==> src/rtl/f_npc_fd_reg.sv <==
// Fetch-side PC register, next-PC select and F/D pipeline register with delay-slot nullify.
// Optional redirect/nullify trace counters are built only when NPC_TRACE_EN is defined.
module f_npc_fd_reg #(
    parameter logic [31:0] PC_RESET = 32'h0000_3000,
    parameter logic [31:0] TEXT_LO  = 32'h0000_3000,
    parameter logic [31:0] TEXT_HI  = 32'h0000_6FFF
) (
    input  logic        clk_i,
    input  logic        reset_n_i,
    input  logic        stall_i,
    input  logic [31:0] f_instr_i,
    input  logic [1:0]  d_npc_op_i,
    input  logic        d_branch_i,
    input  logic        d_cleardb_i,
    input  logic [31:0] d_rs_i,
    output logic [31:0] f_pc_o,
    output logic [31:0] d_instr_o,
    output logic [31:0] d_pc_o,
    output logic [31:0] d_pc8_o,
    output logic        d_valid_o,
    output logic        d_exc_adel_o,
    output logic [31:0] trc_taken_o,
    output logic [31:0] trc_kill_o
);

    typedef enum logic {StBoot, StRun} state_e;

    state_e      state_q;
    logic [31:0] f_pc_q, f_pc_d;
    logic [31:0] d_instr_q, d_pc_q, d_pc8_q;
    logic        d_valid_q, d_exc_adel_q;
    logic [31:0] br_off;
    logic        fetch_bad;

    assign br_off    = {{14{d_instr_q[15]}}, d_instr_q[15:0], 2'b00};
    assign fetch_bad = (f_pc_q[1:0] != 2'b00) || (f_pc_q < TEXT_LO) || (f_pc_q > TEXT_HI);

    // Redirect targets depend only on D fields, so they land after the slot already in F.
    always_comb begin
        f_pc_d = f_pc_q + 32'd4;
        unique case (d_npc_op_i)
            2'd1:    if (d_branch_i) f_pc_d = d_pc_q + 32'd4 + br_off;
            2'd2:    f_pc_d = {d_pc_q[31:28], d_instr_q[25:0], 2'b00};
            2'd3:    f_pc_d = d_rs_i;
            default: f_pc_d = f_pc_q + 32'd4;
        endcase
    end

    always_ff @(posedge clk_i or negedge reset_n_i) begin
        if (!reset_n_i) begin
            state_q      <= StBoot;
            f_pc_q       <= PC_RESET;
            d_instr_q    <= '0;
            d_pc_q       <= '0;
            d_pc8_q      <= 32'd8;
            d_valid_q    <= 1'b0;
            d_exc_adel_q <= 1'b0;
        end else if (!stall_i) begin
            unique case (state_q)
                StBoot: begin
                    state_q      <= StRun;
                    d_instr_q    <= '0;
                    d_valid_q    <= 1'b0;
                    d_exc_adel_q <= 1'b0;
                end
                StRun: begin
                    f_pc_q  <= f_pc_d;
                    d_pc_q  <= f_pc_q;
                    d_pc8_q <= f_pc_q + 32'd8;
                    if (d_cleardb_i) begin
                        d_instr_q    <= '0;
                        d_valid_q    <= 1'b0;
                        d_exc_adel_q <= 1'b0;
                    end else if (fetch_bad) begin
                        d_instr_q    <= '0;
                        d_valid_q    <= 1'b1;
                        d_exc_adel_q <= 1'b1;
                    end else begin
                        d_instr_q    <= f_instr_i;
                        d_valid_q    <= 1'b1;
                        d_exc_adel_q <= 1'b0;
                    end
                end
                default: state_q <= StBoot;
            endcase
        end
    end

    assign f_pc_o       = f_pc_q;
    assign d_instr_o    = d_instr_q;
    assign d_pc_o       = d_pc_q;
    assign d_pc8_o      = d_pc8_q;
    assign d_valid_o    = d_valid_q;
    assign d_exc_adel_o = d_exc_adel_q;

`ifdef NPC_TRACE_EN
    logic [31:0] trc_taken_q, trc_kill_q;
    logic        adv, taken;

    assign adv   = !stall_i && (state_q == StRun);
    assign taken = (d_npc_op_i == 2'd1 && d_branch_i) || d_npc_op_i[1];

    always_ff @(posedge clk_i or negedge reset_n_i) begin
        if (!reset_n_i) begin
            trc_taken_q <= '0;
            trc_kill_q  <= '0;
        end else if (adv) begin
            if (taken && trc_taken_q != 32'hFFFF_FFFF) trc_taken_q <= trc_taken_q + 32'd1;
            if (d_cleardb_i && trc_kill_q != 32'hFFFF_FFFF) trc_kill_q <= trc_kill_q + 32'd1;
        end
    end

    assign trc_taken_o = trc_taken_q;
    assign trc_kill_o  = trc_kill_q;
`else
    assign trc_taken_o = '0;
    assign trc_kill_o  = '0;
`endif

endmodule

==> config.mk <==
export PLATFORM = sky130hd
export DESIGN_NAME = f_npc_fd_reg
export DESIGN_NICKNAME = d
export VERILOG_FILES = /design/src/rtl/f_npc_fd_reg.sv
export SDC_FILE = /design/constraint.sdc
export NUM_CORES = 1
export LEC_CHECK = 0
export BUFFER_PORTS_ARGS = -buffer_cell sky130_fd_sc_hd__buf_2
export CAP_MARGIN = 20
export CORE_MARGIN = 2
export CORE_UTILIZATION = 53
export CTS_CLUSTER_SIZE = 20
export DETAILED_ROUTE_END_ITERATION = 16
export GPL_ROUTABILITY_DRIVEN = 0
export GPL_TIMING_DRIVEN = 1
export PLACE_DENSITY = 0.82
export SLEW_MARGIN = 20
export SYNTH_ARGS = -nofsm -noshare
export SYNTH_HDL_FRONTEND = slang
export SYNTH_SLANG_ARGS = --single-unit
==> constraint.sdc <==
create_clock -name clk_i -period 3.55 [get_ports clk_i]
set_clock_uncertainty 0.2 [all_clocks]
set_input_delay 0.71 -clock clk_i [delete_from_list [all_inputs] [get_ports clk_i]]
set_output_delay 0.71 -clock clk_i [all_outputs]
set_load 0.01 [all_outputs]
==> Yosys cells after proc, flatten, opt, wreduce, memory -nomap -nowiden <==
Index checks and enable logic that the tools add are counted.
{ "word_totals": {"register_bits": 131, "input_bits": 71, "out_inout_bits": 194, "elab_cells": 32} }
{ "classes": {"addsub": 4, "order_cmp": 2, "eq_ne": 3, "mux": 10, "bitwise": 2, "n_reduce_logical": 4} }
{ "ops": {"columns": ["op", "count"], "rows": [
  ["32-bit 2-to-1 mux", 3],
  ["32-bit case mux with 3 select lines", 1],
  ["32-bit by 3-bit adder with 32-bit output, second input constant", 2],
  ["32-bit case mux with 2 select lines", 1],
  ["32-bit adder", 1],
  ["32-bit by 4-bit adder with 32-bit output, second input constant", 1],
  ["32-bit by 15-bit > comparator with 1-bit output, second input constant", 1],
  ["32-bit by 14-bit < comparator with 1-bit output, second input constant", 1],
  ["2-bit equality test, second input constant", 2],
  ["1-bit case mux with 2 select lines", 2],
  ["1-bit 2-to-1 mux", 3],
  ["2-bit by 1-bit equality test with 1-bit output, second input constant", 1],
  ["1-bit logical OR", 2],
  ["1-bit NOT", 2],
  ["2-bit AND reduction", 1],
  ["2-bit nonzero test", 1]
]} }

==> Logic depth before layout (Yosys ltp) <==
{ "logic_depth": {"depth_word": 6, "depth_mapped": 13, "mapped_depth_nobuf": 13} }

==> Worst setup path before layout <==
OpenSTA, ideal clock, no wires.
{ "synth_timing": {"kind": "register to register", "start": "register d_instr_q[15] (netlist: d_instr_o[15])", "end": "register f_pc_q[30] (netlist: f_pc_o[30])", "setup_time_ns": 0.129, "t_arrival_ns": 2.943, "required_ns": 3.221, "path_slack_ns": 0.278, "path_stages_with_launch": 11, "path_buffers": 0, "synth_period_minus_slack_ns": 3.272, "path_cell_list": "dfrtp_1 > ha_1 > ha_1 > a21oi_1 > nor2_1 > o41ai_1 > nor2_1 > o41a_1 > a311oi_1 > xor2_1 > o22ai_1"} }
{ "synth_between": {"elab_chain_len": 3} }
{ "synth_lines": {"columns": ["element", "line", "source"], "rows": [
  ["from (decl)", "30", "logic [31:0] d_instr_q, d_pc_q, d_pc8_q;"],
  ["from (signal assigned)", "79", "d_instr_q <= f_instr_i;"],
  ["32-bit adder", "42", "2'd1: if (d_branch_i) f_pc_d = d_pc_q + 32'd4 + br_off;"],
  ["32-bit 2-to-1 mux", "42", null],
  ["32-bit case mux with 3 select lines", "41", "unique case (d_npc_op_i)"],
  ["to (signal assigned)", "67", "f_pc_q <= f_pc_d;"],
  ["to (decl)", "29", "logic [31:0] f_pc_q, f_pc_d;"]
]} }
Every way passes these cells.
A chain may end at the register's enable or synchronous reset.

==> Final worst setup path <==
{ "layout_timing": {"start": "register d_instr_q[1] (netlist: d_instr_o[1])", "end": "register f_pc_q[25] (netlist: f_pc_o[25])"} }
Same word-level chain as after synthesis.

==> impl_metrics.csv <==
group,metric,value,unit
clock_network,cts_root_buf,"sky130_fd_sc_hd__clkbuf_16",
detailed_routing,detail_route.vias_per_cell,6.003,
worst_hold_path,worstHoldPathType,"primary input to asynchronous set/reset pin",
flow_run,max_cap_viol_count,0,
worst_setup_path,critPathRequiredTime,3660,ps
clock_network,numCtsBuffers,17,
sta,layout_min_cycle_time,3420,ps
detailed_routing,first_iter_violations,924,
detailed_routing,drcViolationCount,0,
finish,n_antenna_cell,0,
die,core_area,16580,um2
grt,number_of_antenna_violations_at_the_first_check_in_global_routing,1,
finish,area_growth_syn_to_layout,17.01,%
worst_setup_path,cp_max_fo,4,
placed_design,dp.final_hpwl,20.68,mm
detailed_routing,routed_wirelength,27.84,mm
sta,rsz0062_at_grt,"no",
yosys,yosysSeqAreaShare,35.55,%
clock_network,worst_setup_hold_path_clk_slew,60,ps
sta,totalNegativeSetupSlack,0,ps
sta,finalSetupViolCount,0,
sta,worst_slew_pin_slew,779.1,ps
grt,grt-ovfl-total,0,
detailed_routing,route.vias.total,8836,
power_and_ir_drop,p_per_area,418.9,nW/um2
worst_setup_path,worst_path_max_delay_cell,"sky130_fd_sc_hd__dfrtp_1",
finish,fill_cells,1457,
detailed_routing,drtAntennaViolNets,0,
sta,timing.max_slew.rel_slack,47.58,%
grt,grt_max_degree,68,
grt,global_route.usage.total,30.40,%
clock_network,cts_sinks,128,
power_and_ir_drop,power.ir.vdd_worst,0.3858,mV
yosys,synth-seq-cells,128,
detailed_routing,number_of_optimization_iterations_in_the_first_detailed_route_pass,6,
clock_network,cts.htree.levels,4,
clock_network,clock_path_buffers,2,
yosys,post_synth_edffs,0,
placed_design,buffer_ports.inserted,200,
sta,drv_slew,0,
worst_setup_path,worst-endpoint-arrival,3530,ps
die,die-width,134.5,um
worst_setup_path,worstPathCellList,"ha_1 > ha_1 > fa_2 > a21o_2 > a31oi_4 > o21a_2 > o21ai_2 > nor2b_4 > a311o_1 > xor2_1 > a221o_1",
die,fp.dieArea,18080,um2
clock_network,cts_tree,"yes",
worst_setup_path,critical_path_class,"flip-flop to flip-flop",
worst_setup_path,timing.critical_path.mode_cell,"sky130_fd_sc_hd__ha_1",
sta,final_hold_viol_count,0,
clock_network,post-cts-setup-buffers,0,
yosys,count_of_synthesis_stage_warnings_from_yosys,0,
yosys,synth.avg_cell_area,8.501,um2
worst_setup_path,cp-end-kind,"flip-flop",
detailed_routing,wl_per_cell,18.92,um
placed_design,dp_worst_setup_slack,122.7,ps
finish,utilization,63.64,%
die,floorplan.initialDensity,54.39,%
worst_setup_path,startpoint_kind_of_the_worst_setup_timing_path,"flip-flop",
sta,final.period_utilization,96.33,%
finish,num-nets-final,1370,
sta,timing.final.ws_setup,130.3,ps
finish,drive_gt1_share,23.48,%
yosys,synth-async-reset-ratio,100.0,%
yosys,synth_ff_type,"sky130_fd_sc_hd__dfrtp_1",
power_and_ir_drop,p_leak,0.005383,uW
grt,wire_length_of_the_first_global_routing_pass,43.08,mm
grt,first_global_vias,8278,
worst_setup_path,slowest_delay,410,ps
die,die_h,134.5,um
die,top_level_ports,265,
outcome,outcome,"finished clean",
yosys,syn_inst,1061,
sta,max_freq,292.4,MHz
yosys,synth.distinct_cells,79,
clock_network,clk_latency,430,ps
die,core.rowCount,47,
yosys,synth.cell_area,9020,um2
## what timing repair did
| item | in CTS | in global routing |
|---|---|---|
| resized for setup | 0 | 2 |
| setup endpoints to repair | 0 | 3 |
| hold buffers | 0 | 0 |
## power by group
| group | total [uW] | internal [uW] | switching (uW) | leakage (uW) |
|---|---|---|---|---|
| registers | 1830 | 1620 | 210 | 0.00166 |
| logic | 1030 | 399 | 631 | 0.00347 |
| clock network | 1570 | 898 | 669 | 0.000255 |
## placed cells by master (no fill, tap or decap), types with 17 or more instances in the layout
cell type	n
sky130_fd_sc_hd__clkbuf_16	17
sky130_fd_sc_hd__nor2_1	71
sky130_fd_sc_hd__dfrtp_1	125
sky130_fd_sc_hd__ha_1	59
sky130_fd_sc_hd__conb_1	64
sky130_fd_sc_hd__xnor2_1	32
sky130_fd_sc_hd__nand4_1	19
sky130_fd_sc_hd__a21oi_1	50
sky130_fd_sc_hd__nand2_1	191
sky130_fd_sc_hd__xor2_1	23
sky130_fd_sc_hd__a22o_1	35
sky130_fd_sc_hd__o21ai_0	88
sky130_fd_sc_hd__nand3_1	17
sky130_fd_sc_hd__buf_2	199
sky130_fd_sc_hd__buf_4	32
## routing by layer
metal | GRT usage, % | wire length, um
met1 | 39.53 | 11120
met2 | 48.21 | 13000
met3 | 6.944 | 2573
met4 | 14.56 | 1130
met5 | 0 | 13
## worst paths after layout
| path | from | end | slack [ps] | depth (start not counted) |
|---|---|---|---|---|
| setup / recovery | d_instr_o[1] | f_pc_o[25] | 130 | 11 |
| setup reg to reg | d_instr_o[1] | f_pc_o[25] | 130 | 11 |
| hold / removal | reset_n_i | d_pc_o[27] | 50 | 1 |
| hold reg to reg | d_pc8_o[29] | d_pc8_o[29] | 280 | 2 |
| max in group asynchronous | reset_n_i | f_pc_o[12] | 2260 | 2 |
| min in group clk_i | d_pc8_o[29] | d_pc8_o[29] | 280 | 2 |
## cell usage after synthesis, types with 8 or more instances
| cell | n | area (um2) |
|---|---|---|
| sky130_fd_sc_hd__nand3_1 | 17 | 85.08 |
| sky130_fd_sc_hd__dfrtp_1 | 125 | 3128 |
| sky130_fd_sc_hd__inv_1 | 15 | 56.30 |
| sky130_fd_sc_hd__nand4_1 | 19 | 118.9 |
| sky130_fd_sc_hd__nor4_1 | 10 | 62.56 |
| sky130_fd_sc_hd__a31oi_1 | 8 | 50.05 |
| sky130_fd_sc_hd__clkbuf_1 | 56 | 210.2 |
| sky130_fd_sc_hd__o21ai_0 | 88 | 440.4 |
| sky130_fd_sc_hd__buf_1 | 8 | 30.03 |
| sky130_fd_sc_hd__o21ai_1 | 10 | 50.05 |
| sky130_fd_sc_hd__nand2_1 | 191 | 716.9 |
| sky130_fd_sc_hd__nor3_1 | 12 | 60.06 |
| sky130_fd_sc_hd__xnor2_1 | 32 | 280.3 |
| sky130_fd_sc_hd__mux2i_1 | 14 | 140.1 |
| sky130_fd_sc_hd__ha_1 | 59 | 738.2 |
| sky130_fd_sc_hd__xor2_1 | 23 | 201.4 |
| sky130_fd_sc_hd__a22o_1 | 35 | 306.5 |
| sky130_fd_sc_hd__buf_4 | 67 | 503.0 |
| sky130_fd_sc_hd__mux2_2 | 11 | 123.9 |
| sky130_fd_sc_hd__a21oi_1 | 50 | 250.2 |
| sky130_fd_sc_hd__o22ai_1 | 11 | 68.82 |
| sky130_fd_sc_hd__a21o_1 | 9 | 67.56 |
| sky130_fd_sc_hd__nor2_1 | 71 | 266.5 |
## final cells by class
class / instances / area (um2) / share of cell area, %
multi-input cells: 845 / 5250 / 49.75
clock inverters: 12 / 71.32 / 0.6758
inverters: 15 / 56.30 / 0.5335
well taps: 220 / 275.3 / 2.608
flip-flops and latches: 128 / 3207 / 30.39
clock buffers: 20 / 446.7 / 4.232
repair buffers: 232 / 1247 / 11.82
## worst max-delay path, delay by kind of cell (launching register included)
family                     cells  cell delay, ps
AOI/OAI and AO/OA              6            1490
xor gates and xnor gates       1             150
adders and majority gates      3             900
DFF                            1             410
and+or+nand+nor                1             140
## registers in the layout, summed over array words and instances (netlist names)
signal        flops
d_valid_o         1
f_pc_o           32
d_pc8_o          29
state_q           1
d_pc_o           32
d_exc_adel_o      1
d_instr_o        32
## cells by family (layout without fill, tap and decap cells)
logic type,Yosys count,in the layout,synth area share [%]
simple gates,358,358,17.59
compound gates,283,283,20.93
buf+inv,151,279,9.211
flops,128,128,35.55
fa+ha+maj,60,60,8.406
xor+xnor,55,55,5.341
mux,25,25,2.927
other cells,1,64,0.04157
## stage by stage
step | total power [uW] | hold WS, ps | cell area (um2) | std cells
after floorplan | 2467 | 214.4 | 9256 | 1124
after CTS | 4413 | 82.81 | 10540 | 1472
after detailed placement | 2854 | 262.3 | 10030 | 1440
after global placement | 2824 | 258.0 | 10030 | 1440
after global routing | 4629 | 108.0 | 10550 | 1472
final | 4421 | 53.48 | 10550 | 1472
Power figures use the tool's default switching activity.
